===== config.mk =====
export PLATFORM = sky130hd
export DESIGN_NAME = dct_mac_accum
export DESIGN_NICKNAME = d
export VERILOG_FILES = /design/src/rtl/dct_acc_pkg.sv /design/src/rtl/dct_round_sat.sv /design/src/rtl/dct_mac_accum.sv
export SDC_FILE = /design/constraint.sdc
export NUM_CORES = 1
export LEC_CHECK = 0
export CORE_MARGIN = 4
export CORE_UTILIZATION = 55
export CTS_CLUSTER_DIAMETER = 30
export DETAILED_ROUTE_END_ITERATION = 6
export PLACE_DENSITY = 0.9
export SYNTH_ARGS = -nofsm -noshare
export SYNTH_HDL_FRONTEND = slang
export SYNTH_SLANG_ARGS = --single-unit

===== constraint.sdc =====
create_clock -name clk -period 4.3 [get_ports clk]
set_input_delay 1.075 -clock clk [delete_from_list [all_inputs] [get_ports clk]]
set_output_delay 1.075 -clock clk [all_outputs]
set_load 0.005 [all_outputs]

===== src/rtl/dct_acc_pkg.sv =====
// rtl/dct_acc_pkg.sv - shared widths, rounding constant and coefficient type for the DCT accumulator
package dct_acc_pkg;

  localparam int COEF_W = 12;

  typedef logic signed [COEF_W-1:0] coef_t;

  // Accumulator width that cannot overflow when summing `terms` products of `prod_w` bits.
  function automatic int calc_acc_w(input int prod_w, input int terms);
    return prod_w + $clog2(terms);
  endfunction

  // Half an LSB of the output scale; added before the shift to round half up.
  function automatic longint round_const(input int frac_bits);
    return longint'(1) <<< (frac_bits - 1);
  endfunction

endpackage


===== src/rtl/dct_round_sat.sv =====
// rtl/dct_round_sat.sv - round, shift and clamp (DCT_ACC_SAT_EN) or wrap a finished dot-product sum
module dct_round_sat
  import dct_acc_pkg::*;
#(
  parameter int ACC_W     = 22,
  parameter int FRAC_BITS = 8,
  parameter int OUT_W     = 12
) (
  input  logic [ACC_W-1:0] i_sum,
  output logic [OUT_W-1:0] o_coef
);

  localparam logic [ACC_W:0] RND = (ACC_W+1)'(round_const(FRAC_BITS));

  // One guard bit so adding the rounding constant to the largest sum cannot wrap.
  logic signed [ACC_W:0] w_biased;
  assign w_biased = {i_sum[ACC_W-1], i_sum} + RND;

`ifdef DCT_ACC_SAT_EN
  localparam logic signed [ACC_W:0] MAX_V = {{(ACC_W+2-OUT_W){1'b0}}, {(OUT_W-1){1'b1}}};
  localparam logic signed [ACC_W:0] MIN_V = {{(ACC_W+2-OUT_W){1'b1}}, {(OUT_W-1){1'b0}}};

  logic signed [ACC_W:0] w_shift;
  assign w_shift = w_biased >>> FRAC_BITS;

  // Clamp the rounded value into the signed output range.
  always_comb begin
    o_coef = w_shift[OUT_W-1:0];
    if (w_shift > MAX_V) begin
      o_coef = MAX_V[OUT_W-1:0];
    end else if (w_shift < MIN_V) begin
      o_coef = MIN_V[OUT_W-1:0];
    end
  end
`else
  // Two's-complement wrap: keep only the low OUT_W bits of the rounded value.
  assign o_coef = OUT_W'(w_biased >>> FRAC_BITS);
`endif

endmodule


===== src/rtl/dct_mac_accum.sv =====
// rtl/dct_mac_accum.sv - accumulate TERMS signed products into one rounded DCT coefficient (option: DCT_ACC_SAT_EN)
module dct_mac_accum
  import dct_acc_pkg::*;
#(
  parameter int PROD_W    = 19,
  parameter int TERMS     = 8,
  parameter int FRAC_BITS = 8,
  parameter int OUT_W     = 12
) (
  input  logic              clk,
  input  logic              rst,
  input  logic              ena,
  input  logic              flush,
  input  logic [PROD_W-1:0] prod,
  input  logic              prod_valid,
  output logic              prod_ready,
  output logic [OUT_W-1:0]  coef,
  output logic              coef_valid,
  input  logic              coef_ready
);

  localparam int ACC_W = calc_acc_w(PROD_W, TERMS);
  localparam int CNT_W = $clog2(TERMS);

  logic [ACC_W-1:0] r_acc;
  logic [CNT_W-1:0] r_cnt;
  logic [OUT_W-1:0] r_coef;
  logic             r_coef_valid;

  logic [ACC_W-1:0] w_prod_ext;
  logic [ACC_W-1:0] w_sum;
  logic [OUT_W-1:0] w_round;
  logic             w_last;
  logic             w_accept;
  logic             w_xfer;

  assign w_prod_ext = {{(ACC_W-PROD_W){prod[PROD_W-1]}}, prod};
  assign w_sum      = r_acc + w_prod_ext;
  assign w_last     = (r_cnt == CNT_W'(TERMS-1));

  // Input stalls whenever a finished coefficient is waiting and not being taken.
  assign prod_ready = ~rst & ena & (~r_coef_valid | coef_ready);
  // A flush discards the product offered in the same cycle.
  assign w_accept   = prod_valid & prod_ready & ~flush;
  assign w_xfer     = ena & r_coef_valid & coef_ready;

  assign coef       = r_coef;
  assign coef_valid = r_coef_valid;

  dct_round_sat #(
    .ACC_W    (ACC_W),
    .FRAC_BITS(FRAC_BITS),
    .OUT_W    (OUT_W)
  ) u_round_sat (
    .i_sum (w_sum),
    .o_coef(w_round)
  );

  // Partial-sum accumulation and output register; a final-term set beats a transfer clear.
  always_ff @(posedge clk) begin
    if (rst) begin
      r_acc        <= '0;
      r_cnt        <= '0;
      r_coef       <= '0;
      r_coef_valid <= 1'b0;
    end else if (ena) begin
      if (w_xfer) begin
        r_coef_valid <= 1'b0;
      end
      if (flush) begin
        r_acc <= '0;
        r_cnt <= '0;
      end else if (w_accept) begin
        if (w_last) begin
          r_acc        <= '0;
          r_cnt        <= '0;
          r_coef       <= w_round;
          r_coef_valid <= 1'b1;
        end else begin
          r_acc <= w_sum;
          r_cnt <= r_cnt + CNT_W'(1);
        end
      end
    end
  end

endmodule

==> impl_metrics.py, run 1 <==
metrics = {
    "status": {
        "outcome": "completed",
    },
    "sta": {
        "hold_viol_final": 0,
        "finalClockSkew_ps": 6.716,
        "finalMaxSlewViolations": 0,
        "fin_hold_ws_ps": 460.9,
        "rsz0062_at_grt": "false",
        "max_freq_ghz": 0.2460,
        "min_period_ps": 4066,
        "finalSetupViolations": 0,
        "worstMarginPinSlew_ps": 575.6,
        "fin_setup_tns_ps": 0,
        "slew_headroom_pct": 61.63,
        "fin_crit_sh_pct": 94.55,
    },
    "logic_synthesis": {
        "ys.flop_type": "dfxtp_1",
        "synth_area_per_cell_sq_um": 8.265,
        "ys_ff_latch": 36,
        "synthesis.nets": 360,
        "synth-edff-count": 0,
        "ys_warn_count": 0,
        "synth-seq-area-share_pct": 27.95,
        "ys_async_sr_fraction_pct": 0,
        "synth_cell_type_count": 55,
        "syn_inst": 312,
        "synthesis.area_sq_um": 2579,
    },
    "cells_and_area": {
        "final_cell_mix": "nor2_1 (43), clkdlybuf4s50_1 (38), dfxtp_1 (36)",
        "antenna_cells": 0,
        "multi_input_area_sq_um": 1784,
        "stdcell_count": 403,
        "mostFrequentLayoutCell": "nor2_1",
        "area_growth_pct": 21.49,
        "utilization_pct": 70.50,
        "fillCellCount": 332,
        "regArea_sq_um": 720.7,
        "drive_gt1_share_pct": 8.262,
        "final_nets": 398,
        "design_area_sq_um": 3133,
    },
    "grt": {
        "grt_pass1_wl_microns": 11260,
        "grt_max_degree": 37,
        "antenna_found_initial": 0,
        "globalRouteOverflowTotal": 0,
        "grt.total_usage_pct": 22.88,
        "grt_pass1_vias": 2485,
    },
    "power": {
        "leakagePower_nw": 1.244,
        "powerDensity_nw_per_um2": 255.9,
        "ir_worst_vdd_uv": 129.3,
    },
    "placement": {
        "hpwlAfterDp_microns": 4679,
        "placedInstanceArea_sq_um": 3025,
        "port_buffers": 38,
        "gp_congestion": 0.8544,
        "dp.cells": 395,
    },
    "drt": {
        "via_per_inst": 6.184,
        "antenna_left": 0,
        "drt_first_pass_iters": 4,
        "drc": 0,
        "routed_wl_microns": 6370,
        "first_iter_violations": 187,
        "vias": 2492,
        "post_drt_wl_per_cell_microns": 15.81,
    },
    "hold_path": {
        "whs_path_depth": 2,
        "min_path_type": "reg2reg",
    },
    "die": {
        "die-area_sq_um": 5848,
        "fp.dieH_microns": 76.48,
        "core_sq_um": 4444,
        "dieWidth_microns": 76.48,
        "rows": 24,
        "initial_core_util_pct": 58.02,
        "num_io_pins": 39,
    },
    "critical_path": {
        "critical_path_arrival_ps": 4250,
        "critPathRequiredTime_ps": 4480,
        "crit_fanout": 4,
        "reg2regPathDepth": 10,
        "cp-start-kind": "primary input",
        "end_kind": "flop",
        "critPathKind": "in2reg",
    },
    "job": {
        "cap_viol_max_count": 0,
    },
    "cts": {
        "ctsRootBufferMaster": "clkbuf_8",
        "cts_buffer_depth": 2,
        "clkSlewWorstSetupHoldPaths_ps": 80,
        "cts.sinks": 36,
        "htree_levels": 2,
        "hold_buffers": 0,
        "cts_setup_buffers": 0,
        "cts_buffers": 5,
        "cts_tree": "yes",
        "clock_latency_ps": 290,
        "cts.repair.resized": 0,
    },
}
-- area by class of cell --
cell class                 instances  area share, %
inverter                           2         0.2396
clock inverter                     2          1.118
tap                               52          2.077
multi-input combinational        258          56.95
clock buffer                       6          2.316
timing repair buffer              47          14.30
sequential                        36          23.00
-- state kept, by name (all words and copies together) (netlist names) --
name and flops:
coef_valid 1, r_cnt 3, r_acc 20, coef 12
-- Yosys cell counts, types with 5 or more instances --
cell	number	area, sq um
clkbuf_1	12	45.04
a21o_1	5	37.54
nand3_1	9	45.04
nand2_1	24	90.09
o21ai_0	10	50.05
a21oi_1	24	120.1
nor2_1	43	161.4
dfxtp_1	36	720.7
nand4_1	5	31.28
xnor2_1	13	113.9
a22oi_1	23	172.7
nor3_1	6	30.03
xor2_1	11	96.34
a211oi_1	9	67.56
ha_1	22	275.3
-- metal layers --
layer	wire length (microns)	GRT usage [%]	share of wire [%]	up-vias
met3	409	4.492	6.4	14
met5	0	0	0	-
li1	-	-	-	1240
met4	91	8.333	1.4	0
met1	2866	28.96	45	1137
met2	3003	38.40	47	101
-- critical path, stage by stage --
cell and delay, ps:
clkdlybuf4s50_1 410, ha_1 240, fa_1 400, a21o_1 230, a311o_1 420, a221oi_4 320
xnor2_1 270, nand2_1 140, nor4_1 390, mux2i_1 270, nand2_1 70
-- metrics by stage --
step / power [W] / worst slack, ps
6_report: 0.0008019 / 234.4
5_1_grt: 0.0008390 / 125.2
4_1_cts: 0.0008040 / 269.6
3_5_place_dp: 0.0005030 / -57.79
3_3_place_gp: 0.0004989 / 119.9
2_1_floorplan: 0.0004492 / 687.3
-- final timing paths --
check	startpoint	endpoint	slack, ps
max	prod[0]	coef[11]$_SDFFE_PP0P_	230
min reg2reg	coef[0]$_SDFFE_PP0P_	coef[0]$_SDFFE_PP0P_	460
min	coef[0]$_SDFFE_PP0P_	coef[0]$_SDFFE_PP0P_	460
max reg2reg	r_acc[0]$_SDFFE_PP0P_	coef[11]$_SDFFE_PP0P_	1130
-- power by group --
group | total, W | leakage, nW | switching (W) | internal (W)
Combinational | 0.000160 | 0.899 | 0.0000901 | 0.0000703
Clock | 0.000303 | 0.0552 | 0.000130 | 0.000172
Sequential | 0.000339 | 0.290 | 0.00000226 | 0.000337
Total | 0.000802 | 1.24 | 0.000223 | 0.000579
-- logic make-up after synthesis --
logic type | Yosys count | share of synthesized area, %
AOI/OAI and AO/OA | 92 | 25.38
adders and majority gates | 23 | 11.45
xor gates and xnor gates | 24 | 8.151
and+or+nand+nor | 116 | 22.85
DFF | 36 | 27.95
muxes | 3 | 1.165
buffers and inverters | 18 | 3.057
(Power assumes the default switching activity.)
==> run 2: changes to the inputs <==
--- a/config.mk
+++ b/config.mk
@@ -5,6 +5,7 @@
 export SDC_FILE = /design/constraint.sdc
 export NUM_CORES = 1
 export LEC_CHECK = 0
+export CAP_MARGIN = 10
 export CORE_MARGIN = 4
 export CORE_UTILIZATION = 55
 export CTS_CLUSTER_DIAMETER = 30
==> results of run 2 <==
The final DEF is identical to that of run 1; final timing and power are the same.
